<file path="src/rtl/prog_counter_pkg.sv">
// Shared types and defaults for the programmable counter.
package prog_counter_pkg;

  typedef enum logic [1:0] {
    MODE_UP     = 2'b00,
    MODE_DOWN   = 2'b01,
    MODE_BOUNCE = 2'b10,
    MODE_HOLD   = 2'b11
  } mode_e;

  localparam int unsigned WIDTH_DEF = 4;
  localparam int unsigned PW_DEF    = 4;

endpackage

</file>
<file path="src/rtl/tick_prescaler.sv">
// Enable-gated prescaler: one tick every presc+1 enabled cycles, restartable.
module tick_prescaler
  import prog_counter_pkg::*;
#(
  parameter int unsigned PW = PW_DEF
) (
  input  logic          clk,
  input  logic          rst_n,
  input  logic          en,
  input  logic [PW-1:0] presc,
  input  logic          restart,
  output logic          tick
);

  localparam logic [PW-1:0] ONE = PW'(1);

  logic [PW-1:0] pcnt;

  assign tick = en && (pcnt == presc);

  // >= so that lowering presc below the running count returns to 0 promptly
  always_ff @(posedge clk or negedge rst_n) begin
    if (!rst_n) begin
      pcnt <= '0;
    end else if (restart) begin
      pcnt <= '0;
    end else if (en) begin
      if (pcnt >= presc) pcnt <= '0;
      else               pcnt <= pcnt + ONE;
    end
  end

endmodule

</file>
<file path="src/rtl/prog_counter.sv">
// Programmable up/down/bounce/hold counter with prescaler, load, modulo,
// terminal-count pulse and sticky wrap flag.
module prog_counter
  import prog_counter_pkg::*;
#(
  parameter int unsigned WIDTH = WIDTH_DEF,
  parameter int unsigned PW    = PW_DEF
) (
  input  logic             clk,
  input  logic             rst_n,
  input  logic             en,
  input  logic [1:0]       mode,
  input  logic             load,
  input  logic [WIDTH-1:0] load_val,
  input  logic [WIDTH-1:0] modulo,
  input  logic [PW-1:0]    presc,
  input  logic             clr_wrap,
  output logic [WIDTH-1:0] count,
  output logic             dir,
  output logic             tc,
  output logic             wrap_sticky
);

  localparam logic [WIDTH-1:0] ONE = WIDTH'(1);

  logic tick;

  tick_prescaler #(.PW(PW)) u_presc (
    .clk     (clk),
    .rst_n   (rst_n),
    .en      (en),
    .presc   (presc),
    .restart (load),
    .tick    (tick)
  );

  // wrap_sticky is cleared first and re-set in each wrap branch, so a
  // coincident wrap overrides clr_wrap through the later assignment.
  always_ff @(posedge clk or negedge rst_n) begin
    if (!rst_n) begin
      count       <= '0;
      dir         <= 1'b1;
      tc          <= 1'b0;
      wrap_sticky <= 1'b0;
    end else begin
      tc <= 1'b0;
      if (clr_wrap) wrap_sticky <= 1'b0;

      if (load) begin
        count <= (load_val > modulo) ? modulo : load_val;
      end else if (tick) begin
        case (mode_e'(mode))
          MODE_UP: begin
            dir <= 1'b1;
            if (count >= modulo) begin
              count       <= '0;
              tc          <= 1'b1;
              wrap_sticky <= 1'b1;
            end else begin
              count <= count + ONE;
            end
          end
          MODE_DOWN: begin
            dir <= 1'b0;
            if (count == '0) begin
              count       <= modulo;
              tc          <= 1'b1;
              wrap_sticky <= 1'b1;
            end else if (count > modulo) begin
              count <= modulo;
            end else begin
              count <= count - ONE;
            end
          end
          MODE_BOUNCE: begin
            if (modulo == '0) begin
              count       <= '0;
              dir         <= ~dir;
              tc          <= 1'b1;
              wrap_sticky <= 1'b1;
            end else if (dir && (count >= modulo)) begin
              dir         <= 1'b0;
              count       <= modulo - ONE;
              tc          <= 1'b1;
              wrap_sticky <= 1'b1;
            end else if (!dir && (count == '0)) begin
              dir         <= 1'b1;
              count       <= ONE;
              tc          <= 1'b1;
              wrap_sticky <= 1'b1;
            end else if (dir) begin
              count <= count + ONE;
            end else begin
              count <= count - ONE;
            end
          end
          MODE_HOLD: begin
          end
        endcase
      end
    end
  end

endmodule
</file>
<file path="config.mk">
export PLATFORM = sky130hd
export DESIGN_NAME = prog_counter
export DESIGN_NICKNAME = d
export VERILOG_FILES = /design/src/rtl/prog_counter_pkg.sv /design/src/rtl/tick_prescaler.sv /design/src/rtl/prog_counter.sv
export SDC_FILE = /design/constraint.sdc
export NUM_CORES = 1
export LEC_CHECK = 0
export CAP_MARGIN = 20
export CORE_ASPECT_RATIO = 0.75
export CORE_MARGIN = 3
export CORE_UTILIZATION = 47
export DETAILED_ROUTE_END_ITERATION = 12
export PLACE_DENSITY = 0.75
export SETUP_SLACK_MARGIN = 0.5
export SYNTH_ARGS = -nofsm -noshare
export SYNTH_HDL_FRONTEND = slang
export SYNTH_SLANG_ARGS = --single-unit
</file>
<file path="constraint.sdc">
create_clock -name clk -period 3.2 [get_ports clk]
set_clock_uncertainty 0.1 [all_clocks]
set_input_delay 0.96 -clock clk [delete_from_list [all_inputs] [get_ports clk]]
set_output_delay 0.96 -clock clk [all_outputs]
set_load 0.01 [all_outputs]
</file>
* After elaboration in Yosys (flattened, before gate mapping)
Cells that the tools add are included.
** Word-level totals
- Flip-flop bits (word level) :: 11
- Word-level logic and storage cells :: 67
** Cells by class
- Add/subtract/negate cells :: 4
- Eq/ne operators :: 4
- Reductions and logical operators :: 13
- Muxes and demuxes :: 35
- $lt $le $gt $ge :: 4
- Bitwise gates (word level) :: 2
** Operator list (count)
- 4-bit two-way mux :: 13
- 1-bit two-way mux :: 18
- 4-bit case mux with 3 select lines :: 1
- 1-bit case mux with 3 select lines :: 3
- 4-bit by 1-bit adder with 4-bit output (second input constant) :: 2
- 4-bit >= comparator :: 2
- 4-bit greater-than comparator :: 2
- 4-bit zero test :: 2
- 4-bit by 1-bit subtractor with 4-bit output (second input constant) :: 2
- 4-bit == test :: 1
- 4-bit != test (second input constant) :: 1
- 4-bit AND reduction :: 1
- 2-bit nonzero test :: 2
- 4-bit nonzero test :: 1
- 1-bit logical AND :: 3
- 3-bit nonzero test :: 1
- 2-bit by 1-bit == test with 1-bit output (second input constant) :: 1
- 2-bit == test (second input constant) :: 1
- 2-bit zero test :: 1
- 1-bit NOT :: 2
- 2-bit AND reduction :: 1
- 1-bit zero test :: 1

* Depth between registers and ports, before layout
- Depth after elaboration :: 8
- Gate-level depth with buffers :: 10

* Modules after synthesis
A second synthesis with hierarchy kept.
** Second synthesis, totals
- Cells, all modules :: 174
- Area, all modules :: 1452.6 µm²
** By module, submodules not included
- prog_counter :: cells an instance 137, instances 1, area each 1106.1 µm²
- tick_prescaler :: cells an instance 37, instances 1, area each 346.6 µm²

* Least setup slack after synthesis
Ideal clock, no wire load.
- Path type :: input -> register
- Start :: input modulo[1]
- End :: register count[2]
- Path buffers :: 0
- Stages :: 7
- Library setup time :: 126 ps
- Arrival :: 2463 ps
- Setup slack :: 511 ps
- Path through :: inv_1 > ha_1 > nor2b_1 > o21ai_0 > a21oi_1 > mux2_2 > a221o_1
** On the way
- Cells in the longest elaborated chain, start to end :: 7
** RTL lines
- start: declaration :: line prog_counter.sv:15 : input logic [WIDTH-1:0] modulo,
- 4-bit >= comparator :: line prog_counter.sv:55, prog_counter.sv:81
- 1-bit logical AND :: line prog_counter.sv:81 : end else if (dir && (count >= modulo)) begin
- 4-bit two-way mux :: line prog_counter.sv:81
- 4-bit two-way mux :: line prog_counter.sv:76 : if (modulo == '0) begin
- 4-bit case mux with 3 select lines :: line prog_counter.sv:52 : case (mode_e'(mode))
- 4-bit two-way mux :: line prog_counter.sv:51 : end else if (tick) begin
- 4-bit two-way mux * :: line prog_counter.sv:49 : if (load) begin
- end signal: assignment :: line prog_counter.sv:50 : count <= (load_val > modulo) ? modulo : load_val;
- end signal: assignment :: line prog_counter.sv:60 : count <= count + ONE;
- end signal: assignment :: line prog_counter.sv:83 : count <= modulo - ONE;
- end: declaration :: line prog_counter.sv:18 : output logic [WIDTH-1:0] count,
Mark *: on every way between the ends. The rest lies on a longest branch, timed or not. The select of a mux whose other input is x is not followed.
A chain may end at the register's enable or synchronous reset.

* Worst setup path after layout
- Start :: input mode[0]
- End :: register count[3]
** On the way
- Cells in the longest elaborated chain, start to end :: 4
** RTL lines
- start: declaration :: line prog_counter.sv:12 : input logic [1:0] mode,
- 2-bit == test (tied with other cells) :: line prog_counter.sv:52
- 4-bit case mux with 3 select lines :: line prog_counter.sv:52
- 4-bit two-way mux :: line prog_counter.sv:51
- 4-bit two-way mux :: line prog_counter.sv:49
- end signal: assignment :: line prog_counter.sv:50
- end signal: assignment :: line prog_counter.sv:60
- end signal: assignment :: line prog_counter.sv:66 : count <= modulo;
Parallel ways exist; a longest one is shown, timed or not. The select of a mux whose other input is x is not followed.

==> reports/qor.csv <==
metric;value;unit
run status;finished, final reports clean;
post-synthesis simple-gate area fraction;0.226;
Final #Nets;291;
Die Y;55.6;um
number of remaining DRC errors;0;
post-DR vias/cell;6.29;
overall routing resource usage;0.290;
Syn Nets;225;
Crit. path cell count;7;
Antenna diodes;0;
critical path fanouts, max;6;
global route overflow;0;
net load switching power;0.000429;W
CP bufs+invs;3;
design area;0.00253;mm^2
die area;0.00401;mm^2
Clock Power Share;0.145;
most frequent cells after synthesis;ha_1 (20), inv_1 (18), dfrtp_1 (10), nand3_1 (10);
CTS buffer count;3;
fmax;371;MHz
crit path DAT;2.72;ns
most frequent cell after synthesis;ha_1;
biggest area consumer among synthesized cells;dfrtp_1;
dpl hpwl;3.72;mm
fraction of registers with async set/reset;1.00;
area share of the largest cell type after synthesis;0.162;
remaining antenna violation count after routing;0;
Setup WS post-layout;0.503;ns
Num Clock Sinks;11;
slowest stage delay, CP;0.53;ns
Final Hold Viols;0;
unrepaired setup endpoints after global routing;true;
Clock Tree Root;clkbuf_8;
Starting Density;0.507;
Critical Path Source Type;input pin;
row cnt;17;
IO Pins;26;
combinational share of power;0.641;
cell mode on critical path;inv_2;
Worst-Margin Slew;0.594;ns
largest family of logic cells by synthesized area;compound AO/OA/AOI/OAI gates;
Int Pwr;0.000576;W
fin crit period;2.70;ns
Pwr Density;398;mW/mm^2
CTS tree;done;
Pleak;1.11;nW
worst slack at placement;-0.222;ns
first-pass GRT wire length;8.98;mm
average wire per standard cell;21.0;um
Hold Path Stages;1;
RePlAce Congestion;0.956;
Longest Clk Path Bufs;2;
Pins Over Slew Limit;0;
relative slew slack;0.604;
total core area;0.00304;mm^2
setup tns final;0;ns
compound-cell area share of the yosys netlist;0.281;
CTS Hold Buffers Added;0;
placed cell areas;0.00194;mm^2
Buffers on Ports;25;
worst min-delay path class;flip-flop to flip-flop;
switching share of power;0.427;
R2R setup slack;0.67;ns
total power;0.00100;W
mux cell area share after synthesis;0.0470;
Max stage delay cell, worst path;clkdlybuf4s50_1;
# setup viols final;0;
Reg2Reg Depth;9;
sequential power share;0.214;
adder-cell share of the synthesized area;0.162;
Synth Instances;186;
Peak VDD IR;358;uV
Yosys reg bits;11;
final WL;6.06;mm
CP Capture Type;flip-flop;
H-tree Lvls;1;
initial antenna violation count;0;
yosys synthesis warning count;0;
worst-skew pair later-pin latency;0.25;ns
WP data required;3.22;ns
pin count of the biggest net entering global routing;14;
Starting DRT DRC Count;139;
Synth Cell Area;0.00154;mm^2
distinct cell type count after synthesis;56;
CTS clk-pin slew, worst paths;0.05;ns
vias in the first global route;1719;
Main synth FF type;dfrtp_1;
TritonRoute pass-1 iters;5;
Crit Path Class;input pin to flip-flop;
Synth area leaders;dfrtp_1 (16%), ha_1 (16%), inv_1 (4.4%);
via count;1817;
post-layout util;0.831;
number of synthesized flops with an enable pin;0;
chip width;72.2;um
Largest delay share family, worst path;buffers and inverters;
XOR/XNOR Fraction of Synth Area;0.0170;
Tcrit/Tclk final;0.843;
Syn Area/Cell;8.29;um^2
share of layout cells above drive strength 1;0.478;
critical-path cell list;clkdlybuf4s50_1, inv_2, ha_4, inv_2, or4_4, a21oi_2, a211oi_2;
register area share after synthesis;0.179;
max cap viols;0;
Layout area overhead;63.7;%
-- logic make-up (layout without fill, tap and decap cells) --
kind of cell / Yosys count / after routing
AND/OR/NAND/NOR: 61 / 61
AO/OA/AOI/OAI: 54 / 55
buffers and inverters: 30 / 94
adder cells (fa/ha/maj): 20 / 20
flip-flops: 11 / 11
multiplexers: 7 / 7
XOR/XNOR: 3 / 3
-- timing repair --
item | in CTS | in global routing
resized for setup | 44 | 49
gates cloned | 2 | 0
setup endpoints to repair | 7 | 12
buffers inserted | 13 | 10
pin swaps | 20 | 19
-- power groups by stage --
stage	logic (W)	registers [W]	clock network [W]
after floorplan	0.000317	0.000178	0
after global placement	0.000437	0.000208	0
after detailed placement	0.000443	0.000210	0
after CTS	0.000533	0.000212	0.000142
after global routing	0.000682	0.000219	0.000155
final	0.000644	0.000215	0.000146
-- final cells by class --
type | count | area, um^2
Timing Repair Buffer | 71 | 617
Inverter | 19 | 71.3
Tap cell | 38 | 47.5
Sequential cell | 11 | 278
Clock buffer | 3 | 41.3
Fill cell | 173 | 515
Multi-Input combinational cell | 146 | 1470
Clock inverter | 1 | 5.00
-- worst reg2reg max path, delay by kind of cell (launching register included) --
| kind | cells | cell delay [ns] |
|---|---|---|
| AO/OA/AOI/OAI | 4 | 0.78 |
| flip-flops | 1 | 0.54 |
| buffers and inverters | 2 | 0.40 |
| AND/OR/NAND/NOR | 2 | 0.35 |
| adder cells (fa/ha/maj) | 1 | 0.27 |
-- state kept, by name, summed over array words and instances (netlist names) --
register and flops:
count 4, u_presc.pcnt 4, dir 1, tc 1, wrap_sticky 1
-- through the flow --
step	hold slack, ns	cells
final	0.440	289
after global routing	0.461	289
after CTS	0.437	279
after detailed placement	0.420	260
after global placement	0.416	260
after floorplan	0.436	186
-- layout by cell type (no fill, tap or decap), types with 4 or more instances in the layout --
cell / Yosys / final
dfrtp_1: 10 / 9
inv_2: 1 / 9
ha_4: 0 / 9
inv_1: 18 / 10
a21oi_2: 2 / 6
nand3_1: 10 / 9
buf_4: 1 / 40
o21ai_0: 9 / 4
nor3_1: 8 / 6
dlymetal6s2s_1: 0 / 7
clkbuf_2: 0 / 4
buf_6: 2 / 4
nand2_1: 9 / 7
o211ai_1: 4 / 4
mux2i_1: 5 / 5
nor2_1: 7 / 6
ha_1: 20 / 9
nand2b_1: 6 / 6
clkdlybuf4s50_1: 0 / 13
-- per-layer routing --
metal | share of wire | wire length, um | GRT usage
met1 | 0.42 | 2550 | 0.409
met2 | 0.46 | 2800 | 0.458
met3 | 0.081 | 492 | 0.0505
met4 | 0.036 | 218 | 0.0643
met5 | 0 | 0 | 0
-- final timing paths --
check	startpoint	end
worst max-delay path	mode[0]	count[3]
worst min-delay path	wrap_sticky	wrap_sticky
worst max register to register	count[0]	count[0]
max in group asynchronous	rst_n	count[2]
worst min register to register	wrap_sticky	wrap_sticky
min in group asynchronous	rst_n	u_presc.pcnt[1]
Note: power is estimated with default switching activity, not from simulation.
